`src/rtl/sr_latch_driver_if.sv`:
```
// Request/feedback and drive/status bundle between a requester and sr_latch_driver.
// Latency: none, plain wires.
// Backpressure: none in the bundle; the driver drops requests while busy is high.
interface sr_latch_driver_if;
    logic set_req;
    logic clr_req;
    logic err_clr;
    logic q_fb;
    logic s;
    logic r;
    logic busy;
    logic ack;
    logic q_exp;
    logic err;

    // Requester side: issues requests and returns latch Q; observes drives and status.
    modport master (
        output set_req, clr_req, err_clr, q_fb,
        input  s, r, busy, ack, q_exp, err
    );

    // Driver side: consumes requests and feedback; produces drives and status.
    modport slave (
        input  set_req, clr_req, err_clr, q_fb,
        output s, r, busy, ack, q_exp, err
    );
endinterface

```
`src/rtl/sr_latch_driver.sv`:
```
// Turns one-cycle set/clear requests into non-overlapping S/R pulses plus dead time, then checks latch Q.
// Latency: request at edge k -> pulse in cycles k+1..k+PULSE_W, gap after it, ack in cycle k+PULSE_W+GAP_W+1.
// Backpressure: busy high for the whole operation; requests seen while busy are dropped, not queued.
module sr_latch_driver #(
    parameter int PULSE_W = 4,
    parameter int GAP_W   = 2,
    parameter int CNT_W   = 4
) (
    input  logic                clk,
    input  logic                rst,
    sr_latch_driver_if.slave    bus
);

    typedef enum logic [1:0] {
        IDLE    = 2'd0,
        PULSE_S = 2'd1,
        PULSE_R = 2'd2,
        GAP     = 2'd3
    } state_t;

    state_t             state;
    logic [CNT_W-1:0]   cnt;

    localparam logic [CNT_W-1:0] PULSE_LAST = CNT_W'(PULSE_W - 1);
    localparam logic [CNT_W-1:0] GAP_LAST   = CNT_W'(GAP_W - 1);

    // Single sequencer: state, counter and every output are registered here.
    // S and R are only ever raised from IDLE and cleared together on the way to GAP,
    // so they can never be high in the same cycle.
    always_ff @(posedge clk) begin
        if (rst) begin
            state     <= IDLE;
            cnt       <= '0;
            bus.s     <= 1'b0;
            bus.r     <= 1'b0;
            bus.busy  <= 1'b0;
            bus.ack   <= 1'b0;
            bus.q_exp <= 1'b0;
            bus.err   <= 1'b0;
        end else begin
            bus.ack <= 1'b0;
            // Clear first so a mismatch at the same edge overrides it below.
            if (bus.err_clr) begin
                bus.err <= 1'b0;
            end

            unique case (state)
                IDLE: begin
                    cnt <= '0;
                    // Clear has priority; a simultaneous set is simply dropped.
                    if (bus.clr_req) begin
                        state     <= PULSE_R;
                        bus.r     <= 1'b1;
                        bus.busy  <= 1'b1;
                        bus.q_exp <= 1'b0;
                    end else if (bus.set_req) begin
                        state     <= PULSE_S;
                        bus.s     <= 1'b1;
                        bus.busy  <= 1'b1;
                        bus.q_exp <= 1'b1;
                    end
                end

                PULSE_S, PULSE_R: begin
                    if (cnt == PULSE_LAST) begin
                        state <= GAP;
                        cnt   <= '0;
                        bus.s <= 1'b0;
                        bus.r <= 1'b0;
                    end else begin
                        cnt <= cnt + CNT_W'(1);
                    end
                end

                GAP: begin
                    if (cnt == GAP_LAST) begin
                        state    <= IDLE;
                        cnt      <= '0;
                        bus.busy <= 1'b0;
                        bus.ack  <= 1'b1;
                        // The latch has settled by now; this is the only edge Q is looked at.
                        if (bus.q_fb != bus.q_exp) begin
                            bus.err <= 1'b1;
                        end
                    end else begin
                        cnt <= cnt + CNT_W'(1);
                    end
                end

                default: begin
                    state <= IDLE;
                    cnt   <= '0;
                end
            endcase
        end
    end

endmodule

```
`src/flat_wrapper.sv`:
```
// flat-port wrapper written by rule: the top's interface ports become plain ports
module sr_latch_driver_flat 
#(
    parameter int PULSE_W = 4,
    parameter int GAP_W   = 2,
    parameter int CNT_W   = 4
)
  (clk, rst, bus_set_req, bus_clr_req, bus_err_clr, bus_q_fb, bus_s, bus_r, bus_busy, bus_ack, bus_q_exp, bus_err);
  sr_latch_driver_if bus_i ();
  input  logic clk;
  input  logic rst;
  input wire logic [$bits(bus_i.set_req)-1:0] bus_set_req;
  input wire logic [$bits(bus_i.clr_req)-1:0] bus_clr_req;
  input wire logic [$bits(bus_i.err_clr)-1:0] bus_err_clr;
  input wire logic [$bits(bus_i.q_fb)-1:0] bus_q_fb;
  output wire logic [$bits(bus_i.s)-1:0] bus_s;
  output wire logic [$bits(bus_i.r)-1:0] bus_r;
  output wire logic [$bits(bus_i.busy)-1:0] bus_busy;
  output wire logic [$bits(bus_i.ack)-1:0] bus_ack;
  output wire logic [$bits(bus_i.q_exp)-1:0] bus_q_exp;
  output wire logic [$bits(bus_i.err)-1:0] bus_err;
  assign bus_i.set_req = bus_set_req;
  assign bus_i.clr_req = bus_clr_req;
  assign bus_i.err_clr = bus_err_clr;
  assign bus_i.q_fb = bus_q_fb;
  assign bus_s = bus_i.s;
  assign bus_r = bus_i.r;
  assign bus_busy = bus_i.busy;
  assign bus_ack = bus_i.ack;
  assign bus_q_exp = bus_i.q_exp;
  assign bus_err = bus_i.err;
  sr_latch_driver #(.PULSE_W(PULSE_W), .GAP_W(GAP_W), .CNT_W(CNT_W)) u_core (.clk(clk), .rst(rst), .bus(bus_i));
endmodule
```
`config.mk`:
```
export PLATFORM = sky130hd
export DESIGN_NAME = sr_latch_driver_flat
export DESIGN_NICKNAME = d
export VERILOG_FILES = /design/src/rtl/sr_latch_driver_if.sv /design/src/rtl/sr_latch_driver.sv /design/src/flat_wrapper.sv
export SDC_FILE = /design/constraint.sdc
export NUM_CORES = 1
export LEC_CHECK = 0
export ABC_AREA = 1
export BUFFER_PORTS_ARGS = -buffer_cell sky130_fd_sc_hd__buf_2
export CAP_MARGIN = 15
export CELL_PAD_IN_SITES_DETAIL_PLACEMENT = 1
export CELL_PAD_IN_SITES_GLOBAL_PLACEMENT = 1
export CORE_MARGIN = 1
export CORE_UTILIZATION = 37
export DETAILED_ROUTE_END_ITERATION = 10
export GPL_TIMING_DRIVEN = 1
export PLACE_DENSITY_LB_ADDON = 0.1
export SYNTH_ARGS = -nofsm -noshare
export SYNTH_HDL_FRONTEND = slang
export SYNTH_SLANG_ARGS = --single-unit
```
`constraint.sdc`:
```
create_clock -name clk -period 1.5 [get_ports clk]
set_input_delay 0.3 -clock clk [delete_from_list [all_inputs] [get_ports clk]]
set_output_delay 0.3 -clock clk [all_outputs]
set_load 0.05 [all_outputs]
```
; ---- Yosys cells after proc, flatten, opt, wreduce, memory -nomap -nowiden
; Cells that the tools add are included.
[word_totals]
word_cells = 56
reg_bits = 12
in_bits = 6
output_inout_bits = 6
[classes]
n_mux = 23
add_sub_neg = 1
n_reduce_logical = 11
n_bitwise = 1
n_eq_ne = 12
[op_table]
columns = op, n
row1 = $mux W1, 12
row2 = $pmux W4 S3, 1
row3 = $reduce_and A3 Y1, 3
row4 = $mux W2, 4
row5 = $mux W4, 2
row6 = $ne A2 B2 Y1 const B, 3
row7 = $pmux W1 S2, 3
row8 = $pmux W2 S3, 1
row9 = $reduce_bool A2 Y1, 3
row10 = $add A4 B1 Y4 const B, 1
row11 = $eq A2 B2 Y1 const B, 2
row12 = $eq A4 B1 Y1 const B, 1
row13 = $eq A4 B2 Y1 const B, 1
row14 = $ne A2 B1 Y1 const B, 2
row15 = $reduce_and A4 Y1, 1
row16 = $reduce_or A2 Y1, 2
row17 = $ne A3 B3 Y1 const B, 1
row18 = $eq A2 B1 Y1 const B, 1
row19 = $logic_not A2 Y1, 1
row20 = $reduce_and A2 Y1, 1
row21 = $ne A1 B1 Y1, 1
row22 = $not A1 Y1, 1

; ---- Depth between registers and ports, before layout
[logic_depth]
depth_word = 4
ltp_mapped = 9
depth_no_buf = 8

; ---- Least setup slack after synthesis
; OpenSTA, ideal clock, no wires.
[synth_timing]
path_kind = reg-to-reg
startpoint = register u_core.state[0]
endpoint = register u_core.bus.s
t_arrival_ns = 1.087
path_stages_with_launch = 10
setup_time_ns = 0.118
synth_period_minus_slack_ns = 1.205
n_path_buf = 1
slack_ns = 0.295
required_time_ns = 1.382
cell_sequence = dfxtp_1 inv_1 ha_1 buf_4 nand2_2 inv_2 nor2_2 nand3b_1 nand2_1 a21oi_1
[synth_between]
elab_chain_cells = 4
word_cells_on_any_way = 10
classes_between = 5 x eq/ne / 1 x mux / 4 x reduce/logical
[synth_lines]
columns = item, line
row1 = "start, declared", sr_latch_driver.sv:21  ; state_t state;
row2 = "start signal, assigned", sr_latch_driver.sv:32  ; state <= IDLE;
row3 = "start signal, assigned", sr_latch_driver.sv:52  ; state <= PULSE_R;
row4 = "start signal, assigned", sr_latch_driver.sv:57  ; state <= PULSE_S;
row5 = $eq A2 B1 Y1 or $eq A2 B2 Y1 (tied branches), sr_latch_driver.sv:47  ; unique case (state)
row6 = $reduce_or A2 Y1, sr_latch_driver.sv:47
row7 = $ne A2 B1 Y1 (no line) or $reduce_bool A2 Y1 (tied branches), --
row8 = $reduce_and A4 Y1 (no line), --
row9 = "end signal, assigned", sr_latch_driver.sv:34  ; bus.s <= 1'b0;
row10 = "end signal, assigned", sr_latch_driver.sv:58  ; bus.s <= 1'b1;
row11 = "end signal, assigned", sr_latch_driver.sv:68  ; bus.s <= 1'b0;
row12 = "end, declared", sr_latch_driver_if.sv:25  ; output s, r, busy, ack, q_exp, err
; Parallel ways exist; a longest one is shown, timed or not.
; A chain may end at the register's enable or synchronous reset.

; ---- Worst setup path in the final report
[layout_timing]
startpoint = register u_core.state[0]
endpoint = register u_core.state[1]
[layout_between]
elab_chain_cells = 4
word_cells_on_any_way = 10
classes_between = 6 x eq/ne / 1 x mux / 3 x reduce/logical
[layout_lines]
columns = item, line
row1 = $eq A2 B1 Y1 or $eq A2 B2 Y1 (tied branches), sr_latch_driver.sv:47
row2 = $reduce_or A2 Y1, sr_latch_driver.sv:47
row3 = $ne A2 B1 Y1 (no line), --
row4 = $reduce_and A3 Y1 (no line), --
; Parallel ways exist; a longest one is shown, timed or not.

==> metrics.txt <==
gr usage total 17.3%; share of cells above drive strength 1 between 20% and 30%; DRC 0; final wirelength approximately 1.3 mm; post-route antenna net violation count 0; Final period util between 80% and 90%; power density over cell area 2040 nW/um^2; CP Data Required Time 1.71 ns; MaxCap Viol Count 0; DR vias ~540; crit end category flop; mean post-synth cell area 7.84 um^2; storage element area roughly 240 um^2; grt ovf 0; leak pwr roughly 0.35 nW; HPWL Detailed 1.07 mm; outcome finished, final reports clean; CTS max path bufs 2; gpl congestion approximately 0.73; Initial Util between 40% and 50%; Total Power ~1.5 mW; Worst Hold Class in -> reg; clock slew at reported path FFs 0.08 ns; startpoint types flop; post-route clock skew about 0.0021 ns; core area around 1500 um^2; post-layout minimum cycle time roughly 1.3 ns; fin nets 105; Multi-input gate area roughly 330 um^2; fin util 46.9%; initial drt markers 4; worst-margin pin slew around 0.32 ns; vias in the first global route between 500 and 600; Mapped Area a little over 600 um^2; filler cell count between 200 and 250; Synth Instances 79; placed cells approximately 110; TritonRoute pass-1 iters 4; kind of critical path reg -> reg; pin count of the biggest net entering global routing 9; # rows 14; die area roughly 1800 um^2; fin cells between 100 and 150; final hold slack about 0.20 ns; Yosys cell types 22; #FFs+latches synth 12; CTS root buffer clkbuf_4; Slew HR about four fifths; post-cts sizing count 0; RSZ-0062 raised after global routing false; H-tree depth 1; CTS buffer count 3; Final setup viols 0; initial antenna violation count 0; ANT cells 0; VDD IR-drop max 0.947 mV; I/O pin count 12; Max Clock Freq approximately 0.76 GHz; Yosys warning total 0; Post-CTS Setup Repair Bufs 0; first-pass GRT wire length between 2 and 2.5 mm; Die Ht 42.9 um; crit-path max FO 4; Worst EP arrival 1.53 ns; CTS tree yes; die width ~43 um; register area share after synthesis between 30% and 40%; setup TNS 0 ns; Area Growth Syn to Fin 16.8%; Final Max Tran Viols 0; clk sinks 12; worst-skew pair later-pin latency around 0.27 ns; PortBufs 11; Hold Buf Count CTS 0; syn_nets 90; Avg WL per Cell approximately 12 um; Fin. Hold Viols 0; DR vias/cell roughly 5
==> sequential cells by signal (all words and copies together), names as in the netlist <==
register / count
u_core.bus.s: 1
u_core.bus.err: 1
u_core.bus.q_exp: 1
u_core.bus.busy: 1
u_core.cnt: 4
u_core.state: 2
u_core.bus.r: 1
u_core.bus.ack: 1
==> synthesized netlist by cell type, drive strengths merged <==
cell    number  area, um^2
nand2       17        78.8
dfxtp       12         240
nor2        12        50.1
inv         11        41.3
nand3        7        52.6
ha           5        62.6
a21oi        4        20.0
o21ai        3        15.0
xor2         2        17.5
a31oi        1        6.26
buf          1        7.51
nand3b       1        7.51
nor3         1        5.00
o22ai        1        6.26
xnor2        1        8.76
==> per-stage QoR <==
step	cell area [um^2]	setup slack [ns]
5_1_grt	723	0.0549
3_3_place_gp	687	0.169
2_1_floorplan	619	0.295
6_report	723	0.176
4_1_cts	723	0.160
3_5_place_dp	687	0.171
==> layer usage <==
layer,GRT usage [%],vias to the layer above,wire [um]
li1,-,278,-
met1,20.9,249,629
met3,6.38,2,40
met4,9.38,0,13
met2,26.4,7,605
met5,0,-,0
==> power breakdown <==
group | internal [mW] | total [mW] | leakage, nW | switching (mW)
logic | 0.249 | 0.781 | 0.232 | 0.532
clock network | 0.147 | 0.260 | 0.0210 | 0.113
registers | 0.391 | 0.435 | 0.0981 | 0.0444
total | 0.787 | 1.48 | 0.351 | 0.689
==> final cells by class <==
class                   instances  area share, %
flip-flops and latches         12           33.2
repair buffers                 11           7.61
multi-input cells              55           45.7
clock buffers                   4           5.02
inverters                      11           5.71
well taps                      16           2.77
==> worst paths after layout <==
| path | from | endpoint | slack (ns) | cells past startpoint |
|---|---|---|---|---|
| setup reg to reg | u_core.state[0] | u_core.state[1] | 0.18 | 6 |
| hold / removal | bus_err_clr | u_core.bus.err | 0.20 | 2 |
| hold reg to reg | u_core.bus.s | u_core.bus.s | 0.46 | 2 |
| setup / recovery | u_core.state[0] | u_core.state[1] | 0.18 | 6 |
==> critical path: stages (launching register included) <==
cell and delay [ns]:
dfxtp_1 0.34, inv_1 0.07, ha_1 0.33, inv_1 0.09, o21ai_1 0.19, nand3_1 0.11
a21oi_1 0.14
==> layout by cell type (no fill, tap or decap), drive strengths merged <==
cell and instances:
nand3b 1, dfxtp 12, ha 5, xor2 2, nand3 7, nor3 1, inv 11, o22ai 1
buf 11, a31oi 1, o21ai 3, a21oi 4, nor2 12, nand2 17, clkbuf 4, xnor2 1
==> kinds of logic (layout without fill, tap and decap cells) <==
kind of cell	after synthesis	after routing	synth area share, %
simple gates	38	38	31.3
flops	12	12	38.8
buf+inv	12	26	7.88
compound gates	9	9	7.68
fa+ha+maj	5	5	10.1
xor+xnor	3	3	4.24
No activity file was read; power rests on OpenSTA's default activity.
